<file path="src/rtl/pio_ep_pkg.sv">
// Shared constants for the PIO endpoint register bank: address regions,
// register offsets, per-channel reset values and the byte-lane merge helpers.
package pio_ep_pkg;

    typedef enum logic [1:0] {
        REGION_RSVD0 = 2'b00,
        REGION_BANK  = 2'b01,
        REGION_RSVD2 = 2'b10,
        REGION_BIOS  = 2'b11
    } region_e;

    typedef enum logic [2:0] {
        OFF_IF_V4       = 3'd0,
        OFF_CTRL        = 3'd1,
        OFF_IF_MAC_HI   = 3'd2,
        OFF_IF_MAC_LO   = 3'd3,
        OFF_DEST_V4     = 3'd4,
        OFF_COMMIT_CNT  = 3'd5,
        OFF_DEST_MAC_HI = 3'd6,
        OFF_DEST_MAC_LO = 3'd7
    } offset_e;

    localparam int          MAX_CH           = 8;
    localparam int          COMMIT_BIT       = 24;
    localparam logic [31:0] IF_V4_BASE       = 32'h0A00_15C7;
    localparam logic [47:0] IF_MAC_BASE      = 48'h0037_7600_0001;
    localparam logic [31:0] DEST_V4_DEFAULT  = 32'h0A00_15FF;
    localparam logic [47:0] DEST_MAC_DEFAULT = 48'hFFFF_FFFF_FFFF;

    function automatic logic [31:0] default_if_v4(input int ch);
        return IF_V4_BASE + 32'(ch);
    endfunction

    function automatic logic [47:0] default_if_mac(input int ch);
        return IF_MAC_BASE + 48'(ch);
    endfunction

    // Lane k (enable bit k) covers the byte that starts at bit 31-8k.
    function automatic logic [31:0] merge_lanes(input logic [31:0] old_word,
                                                input logic [31:0] new_word,
                                                input logic [3:0]  be);
        logic [31:0] res;
        res = old_word;
        for (int k = 0; k < 4; k++) begin
            if (be[k]) res[31-8*k -: 8] = new_word[31-8*k -: 8];
        end
        return res;
    endfunction

    // Low-half registers only expose lanes 0 and 1 (bits 31:16 of the word).
    function automatic logic [15:0] merge_upper16(input logic [15:0] old_half,
                                                  input logic [31:0] new_word,
                                                  input logic [1:0]  be);
        logic [15:0] res;
        res = old_half;
        if (be[0]) res[15:8] = new_word[31:24];
        if (be[1]) res[7:0]  = new_word[23:16];
        return res;
    endfunction

endpackage

</file>
<file path="src/rtl/pio_ep_reg_ch.sv">
// One network channel: shadow and live address copies, the pending flag
// and the 8-bit commit counter.
module pio_ep_reg_ch
    import pio_ep_pkg::*;
#(
    parameter int CH_IDX = 0
)
(
    input  logic        clk,
    input  logic        sys_rst,
    input  logic        i_wr_en,
    input  logic [2:0]  i_wr_off,
    input  logic [3:0]  i_wr_be,
    input  logic [31:0] i_wr_data,
    input  logic        i_commit,
    output logic [31:0] o_sh_if_v4,
    output logic [47:0] o_sh_if_mac,
    output logic [31:0] o_sh_dest_v4,
    output logic [47:0] o_sh_dest_mac,
    output logic [31:0] o_live_if_v4,
    output logic [47:0] o_live_if_mac,
    output logic [31:0] o_live_dest_v4,
    output logic [47:0] o_live_dest_mac,
    output logic        o_pending,
    output logic [7:0]  o_commit_cnt
);

    logic [31:0] r_sh_if_v4;
    logic [47:0] r_sh_if_mac;
    logic [31:0] r_sh_dest_v4;
    logic [47:0] r_sh_dest_mac;
    logic [31:0] r_live_if_v4;
    logic [47:0] r_live_if_mac;
    logic [31:0] r_live_dest_v4;
    logic [47:0] r_live_dest_mac;
    logic        r_pending;
    logic [7:0]  r_commit_cnt;

    always_ff @(posedge clk) begin
        if (sys_rst) begin
            r_sh_if_v4      <= default_if_v4(CH_IDX);
            r_sh_if_mac     <= default_if_mac(CH_IDX);
            r_sh_dest_v4    <= DEST_V4_DEFAULT;
            r_sh_dest_mac   <= DEST_MAC_DEFAULT;
            r_live_if_v4    <= default_if_v4(CH_IDX);
            r_live_if_mac   <= default_if_mac(CH_IDX);
            r_live_dest_v4  <= DEST_V4_DEFAULT;
            r_live_dest_mac <= DEST_MAC_DEFAULT;
            r_pending       <= 1'b0;
            r_commit_cnt    <= 8'd0;
        end else if (i_commit) begin
            r_live_if_v4    <= r_sh_if_v4;
            r_live_if_mac   <= r_sh_if_mac;
            r_live_dest_v4  <= r_sh_dest_v4;
            r_live_dest_mac <= r_sh_dest_mac;
            r_commit_cnt    <= r_commit_cnt + 8'd1;
            r_pending       <= 1'b0;
        end else if (i_wr_en) begin
            r_pending <= 1'b1;
            case (i_wr_off)
                OFF_IF_V4:       r_sh_if_v4 <= merge_lanes(r_sh_if_v4, i_wr_data, i_wr_be);
                OFF_IF_MAC_HI:   r_sh_if_mac[47:16] <= merge_lanes(r_sh_if_mac[47:16], i_wr_data, i_wr_be);
                OFF_IF_MAC_LO:   r_sh_if_mac[15:0] <= merge_upper16(r_sh_if_mac[15:0], i_wr_data, i_wr_be[1:0]);
                OFF_DEST_V4:     r_sh_dest_v4 <= merge_lanes(r_sh_dest_v4, i_wr_data, i_wr_be);
                OFF_DEST_MAC_HI: r_sh_dest_mac[47:16] <= merge_lanes(r_sh_dest_mac[47:16], i_wr_data, i_wr_be);
                OFF_DEST_MAC_LO: r_sh_dest_mac[15:0] <= merge_upper16(r_sh_dest_mac[15:0], i_wr_data, i_wr_be[1:0]);
                default: ;
            endcase
        end
    end

    assign o_sh_if_v4      = r_sh_if_v4;
    assign o_sh_if_mac     = r_sh_if_mac;
    assign o_sh_dest_v4    = r_sh_dest_v4;
    assign o_sh_dest_mac   = r_sh_dest_mac;
    assign o_live_if_v4    = r_live_if_v4;
    assign o_live_if_mac   = r_live_if_mac;
    assign o_live_dest_v4  = r_live_dest_v4;
    assign o_live_dest_mac = r_live_dest_mac;
    assign o_pending       = r_pending;
    assign o_commit_cnt    = r_commit_cnt;

endmodule

</file>
<file path="src/rtl/pio_ep_reg_bank.sv">
// PIO endpoint register bank: address decode, write acceptance, commit
// sequencing and the registered read mux over channels and BIOS ROM.
module pio_ep_reg_bank
    import pio_ep_pkg::*;
#(
    parameter int NUM_CH = 4,
    parameter int TCQ    = 1
)
(
    input  logic                  clk,
    input  logic                  sys_rst,
    input  logic [13:0]           rd_addr,
    input  logic                  rd_en,
    output logic [31:0]           rd_data,
    output logic                  rd_valid,
    input  logic [13:0]           wr_addr,
    input  logic [7:0]            wr_be,
    input  logic [31:0]           wr_data,
    input  logic                  wr_en,
    output logic                  wr_busy,
    input  logic [31:0]           bios_data,
    output logic [32*NUM_CH-1:0]  if_v4addr,
    output logic [48*NUM_CH-1:0]  if_macaddr,
    output logic [32*NUM_CH-1:0]  dest_v4addr,
    output logic [48*NUM_CH-1:0]  dest_macaddr
);

    logic        r_rd_valid;
    logic        r_rd_bios;
    logic [31:0] r_rd_data;
    logic        r_wr_busy;

    logic [2:0]  w_wr_ch;
    logic [2:0]  w_wr_off;
    logic        w_wr_ch_ok;
    logic        w_wr_bank;
    logic        w_commit;
    logic        w_sh_wr;
    logic [2:0]  w_rd_ch;
    logic [31:0] w_rd_word;
    logic        w_unused;

    logic [31:0] w_sh_if_v4    [MAX_CH];
    logic [47:0] w_sh_if_mac   [MAX_CH];
    logic [31:0] w_sh_dest_v4  [MAX_CH];
    logic [47:0] w_sh_dest_mac [MAX_CH];
    logic        w_pending     [MAX_CH];
    logic [7:0]  w_commit_cnt  [MAX_CH];

    assign w_wr_ch    = wr_addr[5:3];
    assign w_wr_off   = wr_addr[2:0];
    assign w_wr_ch_ok = ({1'b0, w_wr_ch} < 4'(NUM_CH));
    assign w_wr_bank  = wr_en && !r_wr_busy && (wr_addr[13:12] == REGION_BANK) && w_wr_ch_ok;
    assign w_commit   = w_wr_bank && (w_wr_off == OFF_CTRL) && wr_be[0] && wr_data[COMMIT_BIT];
    // The counter register is read-only; control writes only matter as commits.
    assign w_sh_wr    = w_wr_bank && (w_wr_off != OFF_CTRL) && (w_wr_off != OFF_COMMIT_CNT);

    genvar gi;
    generate
        for (gi = 0; gi < MAX_CH; gi++) begin : g_ch
            if (gi < NUM_CH) begin : g_present
                logic [31:0] w_live_if_v4;
                logic [47:0] w_live_if_mac;
                logic [31:0] w_live_dest_v4;
                logic [47:0] w_live_dest_mac;

                pio_ep_reg_ch #(.CH_IDX(gi)) u_ch (
                    .clk             (clk),
                    .sys_rst         (sys_rst),
                    .i_wr_en         (w_sh_wr && (w_wr_ch == 3'(gi))),
                    .i_wr_off        (w_wr_off),
                    .i_wr_be         (wr_be[3:0]),
                    .i_wr_data       (wr_data),
                    .i_commit        (w_commit && (w_wr_ch == 3'(gi))),
                    .o_sh_if_v4      (w_sh_if_v4[gi]),
                    .o_sh_if_mac     (w_sh_if_mac[gi]),
                    .o_sh_dest_v4    (w_sh_dest_v4[gi]),
                    .o_sh_dest_mac   (w_sh_dest_mac[gi]),
                    .o_live_if_v4    (w_live_if_v4),
                    .o_live_if_mac   (w_live_if_mac),
                    .o_live_dest_v4  (w_live_dest_v4),
                    .o_live_dest_mac (w_live_dest_mac),
                    .o_pending       (w_pending[gi]),
                    .o_commit_cnt    (w_commit_cnt[gi])
                );

                assign if_v4addr[32*gi +: 32]    = w_live_if_v4;
                assign if_macaddr[48*gi +: 48]   = w_live_if_mac;
                assign dest_v4addr[32*gi +: 32]  = w_live_dest_v4;
                assign dest_macaddr[48*gi +: 48] = w_live_dest_mac;
            end else begin : g_absent
                // Unpopulated channel slots read back as zero.
                assign w_sh_if_v4[gi]    = '0;
                assign w_sh_if_mac[gi]   = '0;
                assign w_sh_dest_v4[gi]  = '0;
                assign w_sh_dest_mac[gi] = '0;
                assign w_pending[gi]     = 1'b0;
                assign w_commit_cnt[gi]  = '0;
            end
        end
    endgenerate

    assign w_rd_ch = rd_addr[5:3];

    always_comb begin
        w_rd_word = '0;
        if (rd_addr[13:12] == REGION_BANK) begin
            case (rd_addr[2:0])
                OFF_IF_V4:       w_rd_word = w_sh_if_v4[w_rd_ch];
                OFF_CTRL:        w_rd_word = {w_pending[w_rd_ch], 31'b0};
                OFF_IF_MAC_HI:   w_rd_word = w_sh_if_mac[w_rd_ch][47:16];
                OFF_IF_MAC_LO:   w_rd_word = {w_sh_if_mac[w_rd_ch][15:0], 16'h0};
                OFF_DEST_V4:     w_rd_word = w_sh_dest_v4[w_rd_ch];
                OFF_COMMIT_CNT:  w_rd_word = {24'b0, w_commit_cnt[w_rd_ch]};
                OFF_DEST_MAC_HI: w_rd_word = w_sh_dest_mac[w_rd_ch][47:16];
                OFF_DEST_MAC_LO: w_rd_word = {w_sh_dest_mac[w_rd_ch][15:0], 16'h0};
                default:         w_rd_word = '0;
            endcase
        end
    end

    always_ff @(posedge clk) begin
        if (sys_rst) begin
            r_rd_valid <= 1'b0;
            r_rd_bios  <= 1'b0;
            r_rd_data  <= '0;
            r_wr_busy  <= 1'b0;
        end else begin
            r_rd_valid <= rd_en;
            r_rd_bios  <= rd_en && (rd_addr[13:12] == REGION_BIOS);
            r_rd_data  <= rd_en ? w_rd_word : '0;
            r_wr_busy  <= w_commit;
        end
    end

    // The ROM answers one cycle after the address, so its word bypasses the read register.
    assign rd_data  = r_rd_bios ? bios_data : r_rd_data;
    assign rd_valid = r_rd_valid;
    assign wr_busy  = r_wr_busy;

    assign w_unused = ^{wr_be[7:4], rd_addr[11:6], wr_addr[11:6], 1'(TCQ)};

endmodule

</file>
<file path="config.mk">
export PLATFORM = sky130hd
export DESIGN_NAME = pio_ep_reg_bank
export DESIGN_NICKNAME = d
export VERILOG_FILES = /design/src/rtl/pio_ep_pkg.sv /design/src/rtl/pio_ep_reg_ch.sv /design/src/rtl/pio_ep_reg_bank.sv
export SDC_FILE = /design/constraint.sdc
export NUM_CORES = 2
export LEC_CHECK = 0
export CAP_MARGIN = 20
export CORE_MARGIN = 2
export CORE_UTILIZATION = 40
export DETAILED_ROUTE_END_ITERATION = 16
export GPL_ROUTABILITY_DRIVEN = 0
export SLEW_MARGIN = 5
export SYNTH_ARGS = -nofsm -noshare
export SYNTH_HDL_FRONTEND = slang
export SYNTH_HIERARCHICAL = 1
export SYNTH_SLANG_ARGS = --single-unit
</file>
<file path="constraint.sdc">
create_clock -name clk -period 4 [get_ports clk]
set_clock_uncertainty 0.15 [all_clocks]
set_input_delay 0.8 -clock clk [delete_from_list [all_inputs] [get_ports clk]]
set_output_delay 0.8 -clock clk [all_outputs]
set_load 0.01 [all_outputs]
</file>
**After elaboration in Yosys (flattened, before gate mapping)**

Cells that the tools add are included.

- Bits in registers: 1351
- Latch bits: 0
- Bits in writable memories: 0
- Bits in read-only memories: 0
- Bits of input ports: 104
- Output and inout port bits: 674
- Memories kept: 0

- $add $sub $neg: 4
- $mul: 0
- Div/mod/pow operators: 0
- Order comparisons: 2
- Equal/unequal tests: 21
- Shift-type cells: 0
- Multiplexer cells: 20
- Bitwise gates (word level): 7
- Reduce and logical (&&, ||, !) cells: 106

Operators by type and width:

| operator | count |
|---|---|
| $reduce_and 4->1 | 80 |
| $bmux 48 s3 | 2 |
| $pmux 32 s8 | 1 |
| $bmux 32 s3 | 2 |
| $mux 48 | 4 |
| $mux 32 | 5 |
| $add 8x1->8 const B | 4 |
| $bmux 8 s3 | 1 |
| $eq 3x3->1 const B | 7 |
| $eq 3x2->1 const B | 6 |
| $logic_and 1x1->1 | 17 |
| $mux 8 | 2 |
| $eq 3x1->1 const B | 3 |
| $logic_not 3->1 | 3 |
| $reduce_or 2->1 | 4 |
| $not 1->1 | 6 |
| $eq 2x1->1 const B | 2 |
| $ge 4x4->1 const B | 1 |
| $not 3->4 | 1 |
| $bmux 1 s3 | 1 |
| $lt 3x3->1 const B | 1 |
| $ne 3x1->1 const B | 1 |
| $ne 3x3->1 const B | 1 |
| $reduce_or 3->1 | 1 |
| 3 further kinds | 4 |

**Logic depth before layout (Yosys ltp)**

- Depth after elaboration: 10
- Mapped depth: 10
- Gate-level depth less buffers: 7

**Modules after synthesis**

The synthesis kept the hierarchy.

Modules (own cells, without submodules):

| module | times used | cells an instance | area an instance (µm²) |
|---|---|---|---|
| pio_ep_reg_ch (g_ch[2].g_present.u_ch) | 1 | 1178 | 12393.1 |
| pio_ep_reg_ch (g_ch[0].g_present.u_ch) | 1 | 1178 | 12381.9 |
| pio_ep_reg_ch (g_ch[1].g_present.u_ch) | 1 | 1178 | 12356.9 |
| pio_ep_reg_ch (g_ch[3].g_present.u_ch) | 1 | 1178 | 12350.6 |
| pio_ep_reg_bank | 1 | 484 | 6637.6 |

**Worst setup path after synthesis**

OpenSTA, ideal clock, no wires.

- Path type: input port to flip-flop
- From: input wr_addr[5]
- To: register g_ch[0].g_present.u_ch.r_live_dest_v4[11]
- Library setup time: 128 ps
- Arrival: 3043 ps
- Slack: 679 ps
- Stages on the path: 9
- Buffers on the path: 4
- Cells stage by stage: nand4bb_1 > or4_1 > nor4_1 > buf_2 > buf_2 > buf_4 > buf_2 > mux2i_1 > nor2_1

- Cells in the longest elaborated chain, start to end: 6
- Elaborated cells on any way between the ends: 7
- Those cells by class: order compare (1); reduce/logical (6)

RTL lines:

| item | line | source |
|---|---|---|
| start: declaration | pio_ep_reg_bank.sv:16 | `input logic [13:0] wr_addr,` |
| $lt 3x3->1 | pio_ep_reg_bank.sv:52 | `assign w_wr_ch_ok = ({1'b0, w_wr_ch} < 4'(NUM_CH));` |
| $logic_and 1x1->1 | pio_ep_reg_bank.sv:53 | `assign w_wr_bank = wr_en && !r_wr_busy && (wr_addr[13:12] == REGION_BANK) && w_wr_ch_ok;` |
| $logic_and 1x1->1 (3 in a row) | pio_ep_reg_bank.sv:54 | `assign w_commit = w_wr_bank && (w_wr_off == OFF_CTRL) && wr_be[0] && wr_data[COMMIT_BIT];` |
| $logic_and 1x1->1 (*) | pio_ep_reg_bank.sv:74 | `.i_commit (w_commit && (w_wr_ch == 3'(gi))),` |
| end signal: assignment | pio_ep_reg_ch.sv:54 | `r_live_dest_v4 <= r_sh_dest_v4;` |
| end: declaration | pio_ep_reg_ch.sv:34 | `logic [31:0] r_live_dest_v4;` |

Mark *: on every way between the ends. The rest lies on a longest branch, timed or not.
A chain may end at the register's enable or synchronous reset.

**Final worst setup path**

- From: register r_rd_bios
- To: output rd_data[31]

- Cells in the longest elaborated chain, start to end: 1

RTL lines:

| item | line | source |
|---|---|---|
| start: declaration | pio_ep_reg_bank.sv:29 | `logic r_rd_bios;` |
| start signal: assignment | pio_ep_reg_bank.sv:130 | `r_rd_bios <= rd_en && (rd_addr[13:12] == REGION_BIOS);` |
| $mux 32 | pio_ep_reg_bank.sv:137 | `assign rd_data = r_rd_bios ? bios_data : r_rd_data;` |
| end: declaration | pio_ep_reg_bank.sv:14 | `output logic [31:0] rd_data,` |

No other way between the ends.

==> metrics.txt <==
# TYPE chip_impl_metric gauge
chip_impl_info{name="outcome",value="finished, final reports clean"} 1
chip_impl_info{name="layout.cells.most_common",value="sky130_fd_sc_hd__dfxtp_1"} 1
chip_impl_metric{name="worst-path-max-fanout",unit=""} 12
chip_impl_metric{name="syn2layout_area_growth",unit="%"} 27.02
chip_impl_metric{name="antenna_found_initial",unit=""} 8
chip_impl_metric{name="synth_enable_flop_cells",unit=""} 0
chip_impl_metric{name="drt_iter0_markers",unit=""} 4127
chip_impl_metric{name="report.final.hold_viol_count",unit=""} 0
chip_impl_metric{name="share_of_synthesized_cell_area_in_full_adder_half_adder_and_majority_cells",unit=""} 0.0008918
chip_impl_metric{name="avgSynthCellArea",unit="µm²"} 10.80
chip_impl_metric{name="pin_count",unit=""} 778
chip_impl_metric{name="final-max-slew-violation-count",unit=""} 0
chip_impl_metric{name="worst_pin_slew",unit="ns"} 1.072
chip_impl_metric{name="cts_resized",unit=""} 0
chip_impl_metric{name="route.detailed.wl_per_inst",unit="µm"} 28.03
chip_impl_metric{name="peakVddDrop",unit="µV"} 316.2
chip_impl_metric{name="finalNetCount",unit=""} 5997
chip_impl_metric{name="synth-seq-area-share",unit=""} 0.4819
chip_impl_metric{name="max-clock-path-buffers",unit=""} 3
chip_impl_metric{name="wirelength_met1",unit="µm"} 90400
chip_impl_metric{name="cts-buffers-inserted",unit=""} 152
chip_impl_metric{name="reg2reg_slack",unit="ns"} 1.20
chip_impl_info{name="most-common-layout-cells",value="sky130_fd_sc_hd__dfxtp_1, sky130_fd_sc_hd__mux2i_1, sky130_fd_sc_hd__nor2_1, sky130_fd_sc_hd__clkdlybuf4s50_1, sky130_fd_sc_hd__nand2b_1"} 1
chip_impl_info{name="startpoint",value="r_rd_bios"} 1
chip_impl_metric{name="cap_viol_max_count",unit=""} 0
chip_impl_metric{name="number_of_drc_violations_after_detailed_routing",unit=""} 0
chip_impl_metric{name="cts-hold-fix-buffers",unit=""} 0
chip_impl_metric{name="setup_violations",unit=""} 0
chip_impl_metric{name="arrival",unit="ns"} 2.66
chip_impl_metric{name="route.final.wire_length",unit="µm"} 221000
chip_impl_metric{name="dpl.hpwl",unit="µm"} 165000
chip_impl_metric{name="first_global_vias",unit=""} 40510
chip_impl_info{name="clockRootBuffer",value="sky130_fd_sc_hd__clkbuf_16"} 1
chip_impl_metric{name="finalCriticalPeriod",unit="ns"} 3.611
chip_impl_metric{name="yosysUniqueCellTypes",unit=""} 54
chip_impl_info{name="r2r-start",value="wr_busy"} 1
chip_impl_metric{name="power.density",unit="nW/µm²"} 403.1
chip_impl_metric{name="synth.ff_latch_count",unit=""} 1351
chip_impl_metric{name="fmax",unit="MHz"} 276.9
chip_impl_metric{name="postSynthNetCount",unit=""} 5304
chip_impl_metric{name="globalRouteTotalUtil",unit=""} 0.2986
chip_impl_info{name="cts_tree",value="done"} 1
chip_impl_metric{name="chipHeight",unit="µm"} 378.6
chip_impl_metric{name="cts_max_level",unit=""} 4
chip_impl_info{name="reg2reg_end",value="g_ch[0].g_present.u_ch/o_sh_if_mac[28]"} 1
chip_impl_metric{name="numPortBuffers",unit=""} 761
chip_impl_metric{name="rows",unit=""} 137
chip_impl_metric{name="ant_nets",unit=""} 0
chip_impl_info{name="criticalPathCategory",value="reg -> out"} 1
chip_impl_info{name="hp-class",value="in -> reg"} 1
chip_impl_metric{name="wire_length_of_the_first_global_routing_pass",unit="µm"} 304700
chip_impl_metric{name="leakage",unit="nW"} 26.18
chip_impl_metric{name="grt.overflow.total",unit=""} 0
chip_impl_info{name="endpoint",value="rd_data[31]"} 1
chip_impl_info{name="synth_top_flop_cell",value="sky130_fd_sc_hd__dfxtp_1"} 1
chip_impl_metric{name="req_time_crit_path",unit="ns"} 3.05
chip_impl_metric{name="core-area",unit="µm²"} 139400
chip_impl_metric{name="pin_count_of_the_biggest_net_entering_global_routing",unit=""} 229
chip_impl_metric{name="initial_utilization",unit=""} 0.4027
chip_impl_metric{name="final_min_period_over_clock_period",unit=""} 0.9028
chip_impl_metric{name="design_power_total",unit="mW"} 28.73
chip_impl_info{name="grt_setup_unrepaired",value="no"} 1
chip_impl_metric{name="fp.dieArea",unit="µm²"} 143300
chip_impl_metric{name="via_per_inst",unit=""} 5.425
chip_impl_metric{name="synthSimpleGateAreaFrac",unit=""} 0.1650
chip_impl_metric{name="ys_async_sr_fraction",unit=""} 0
chip_impl_metric{name="first_pass_iters",unit=""} 6
chip_impl_metric{name="synth_area",unit="µm²"} 56120
chip_impl_metric{name="number_of_clock_sinks",unit=""} 1351
chip_impl_metric{name="clk_transition_reported_paths",unit="ns"} 0.06
chip_impl_info{name="dominant_combinational_cell_family_by_area_after_synthesis",value="multiplexers"} 1
chip_impl_metric{name="routed-wl-met3",unit="µm"} 13670
chip_impl_metric{name="placement.setup.worst_slack",unit="ns"} 0.02711
chip_impl_metric{name="wl_met2",unit="µm"} 105300
chip_impl_metric{name="synth-xor-area-share",unit=""} 0.002497
chip_impl_info{name="critical_path.endpoint_type",value="primary output"} 1
chip_impl_metric{name="drive_above_1_share",unit=""} 0.1108
chip_impl_metric{name="synth.yosys.warnings",unit=""} 6
chip_impl_metric{name="worst_slew_margin_rel",unit=""} 0.2808
chip_impl_metric{name="postCtsSetupRepairBufs",unit=""} 0
chip_impl_info{name="dr.max_layer_used",value="met5"} 1
chip_impl_info{name="critPathLaunchType",value="flop"} 1
chip_impl_metric{name="post_synthesis_cells",unit=""} 5196
chip_impl_metric{name="post-route-worst-setup-slack",unit="ns"} 0.3889
chip_impl_metric{name="fin_tns_setup",unit="ns"} 0
chip_impl_metric{name="post_synth_mux_area_share",unit=""} 0.2539
chip_impl_metric{name="clock_insertion_delay_worst_skew",unit="ns"} 0.80
chip_impl_metric{name="synth_compound_area_frac",unit=""} 0.06383
chip_impl_metric{name="dieWidth",unit="µm"} 378.6
chip_impl_metric{name="worst_r2r_path_cells",unit=""} 9
chip_impl_metric{name="num_vias",unit=""} 42790
worst min path at each step:
| stage | from | slack (ns) | cells after the start | end |
|---|---|---|---|---|
| final | sys_rst | 0.26 | 2 | g_ch[1].g_present.u_ch/o_commit_cnt[3] |
| after global routing | sys_rst | 0.21 | 2 | g_ch[0].g_present.u_ch/o_commit_cnt[1] |
| after CTS | sys_rst | 0.18 | 2 | g_ch[0].g_present.u_ch/o_commit_cnt[1] |
| after detailed placement | g_ch[2].g_present.u_ch/o_sh_if_mac[30] | 0.32 | 1 | g_ch[2].g_present.u_ch/o_live_if_mac[30] |
| after global placement | g_ch[1].g_present.u_ch/o_commit_cnt[7] | 0.32 | 2 | g_ch[1].g_present.u_ch/o_commit_cnt[7] |
| after floorplan | g_ch[1].g_present.u_ch/o_sh_if_mac[28] | 0.30 | 1 | g_ch[1].g_present.u_ch/o_live_if_mac[28] |
cells by family after synthesis:
group,count (synthesis)
buf+inv,402
mux,1194
compound gates,441
fa+ha+maj,4
simple gates,1788
xor+xnor,16
flops,1351
per-stage QoR:
step | cells | util | hold slack, ns | cell area [µm²]
2_1_floorplan | 5196 | - | 0.3005 | 56120
3_3_place_gp | 7611 | 0.4753 | 0.3204 | 66240
3_5_place_dp | 7611 | 0.4753 | 0.3233 | 66240
4_1_cts | 7885 | 0.5115 | 0.1824 | 71280
5_1_grt | 7885 | 0.5115 | 0.2073 | 71280
6_report | 7887 | 0.5115 | 0.2591 | 71280
per-layer routing:
layer	GRT usage	vias up
li1	-	19590
met1	0.3726	21260
met2	0.4960	1582
met3	0.05346	351
met4	0.1466	10
met5	0	-
cell usage after synthesis (7+ instances only):
| cell type | number | share of area |
|---|---|---|
| sky130_fd_sc_hd__o21ai_0 | 32 | 0.0029 |
| sky130_fd_sc_hd__xor2_1 | 12 | 0.0019 |
| sky130_fd_sc_hd__a211o_1 | 325 | 0.051 |
| sky130_fd_sc_hd__buf_1 | 23 | 0.0015 |
| sky130_fd_sc_hd__a211oi_1 | 9 | 0.0012 |
| sky130_fd_sc_hd__nor2_1 | 800 | 0.054 |
| sky130_fd_sc_hd__and3_1 | 38 | 0.0042 |
| sky130_fd_sc_hd__o221ai_1 | 9 | 0.0014 |
| sky130_fd_sc_hd__a22oi_1 | 7 | 0.00094 |
| sky130_fd_sc_hd__mux4_2 | 169 | 0.068 |
| sky130_fd_sc_hd__buf_2 | 102 | 0.0091 |
| sky130_fd_sc_hd__or3_1 | 13 | 0.0014 |
| sky130_fd_sc_hd__nand3_2 | 8 | 0.0014 |
| sky130_fd_sc_hd__nor3_1 | 8 | 0.00071 |
| sky130_fd_sc_hd__a21oi_1 | 30 | 0.0027 |
| sky130_fd_sc_hd__nand2_1 | 37 | 0.0025 |
| sky130_fd_sc_hd__nand2b_1 | 440 | 0.049 |
| sky130_fd_sc_hd__nand3_1 | 34 | 0.0030 |
| sky130_fd_sc_hd__o22ai_1 | 12 | 0.0013 |
| sky130_fd_sc_hd__mux4_1 | 8 | 0.0037 |
| sky130_fd_sc_hd__nand4_1 | 16 | 0.0018 |
| sky130_fd_sc_hd__buf_6 | 8 | 0.0016 |
| sky130_fd_sc_hd__mux2i_1 | 976 | 0.17 |
| sky130_fd_sc_hd__clkbuf_1 | 245 | 0.016 |
| sky130_fd_sc_hd__nor2_2 | 12 | 0.0013 |
| sky130_fd_sc_hd__dfxtp_1 | 1351 | 0.48 |
| sky130_fd_sc_hd__buf_4 | 20 | 0.0027 |
| sky130_fd_sc_hd__mux2_2 | 41 | 0.0082 |
| sky130_fd_sc_hd__nor2b_1 | 332 | 0.037 |
layout make-up:
| cell class | count | area [µm²] |
|---|---|---|
| Sequential cell | 1351 | 27050 |
| Clock inverter | 43 | 486.7 |
| Tap cell | 1876 | 2347 |
| Antenna cell | 2 | 5.005 |
| Multi-Input combinational cell | 3443 | 27320 |
| Fill cell | 12590 | 68080 |
| Clock buffer | 231 | 4547 |
| Inverter | 2 | 7.507 |
| Timing Repair Buffer | 939 | 9525 |
critical path: stages (launching register included):
cell and delay, ns:
sky130_fd_sc_hd__dfxtp_2 0.70, sky130_fd_sc_hd__buf_4 0.30, sky130_fd_sc_hd__mux2_2 0.35, sky130_fd_sc_hd__clkdlybuf4s50_1 0.52
state kept, by name, summed over array words and instances (netlist names):
| name | cells |
|---|---|
| g_ch.g_present.u_ch/o_pending | 4 |
| g_ch.g_present.u_ch/o_live_if_v4 | 128 |
| rd_valid | 1 |
| g_ch.g_present.u_ch/o_live_dest_mac | 192 |
| g_ch.g_present.u_ch/o_live_if_mac | 192 |
| g_ch.g_present.u_ch/o_sh_if_mac | 192 |
| wr_busy | 1 |
| r_rd_bios | 1 |
| g_ch.g_present.u_ch/o_sh_dest_mac | 192 |
| r_rd_data | 32 |
| g_ch.g_present.u_ch/o_sh_dest_v4 | 128 |
| g_ch.g_present.u_ch/o_sh_if_v4 | 128 |
| g_ch.g_present.u_ch/o_live_dest_v4 | 128 |
| g_ch.g_present.u_ch/o_commit_cnt | 32 |
power by group:
group	switching (mW)	internal, mW	total (mW)
clock	5.78	8.36	14.1
sequential	0.00758	13.5	13.5
combinational	0.755	0.370	1.13
No activity file was read; power rests on OpenSTA's default activity.
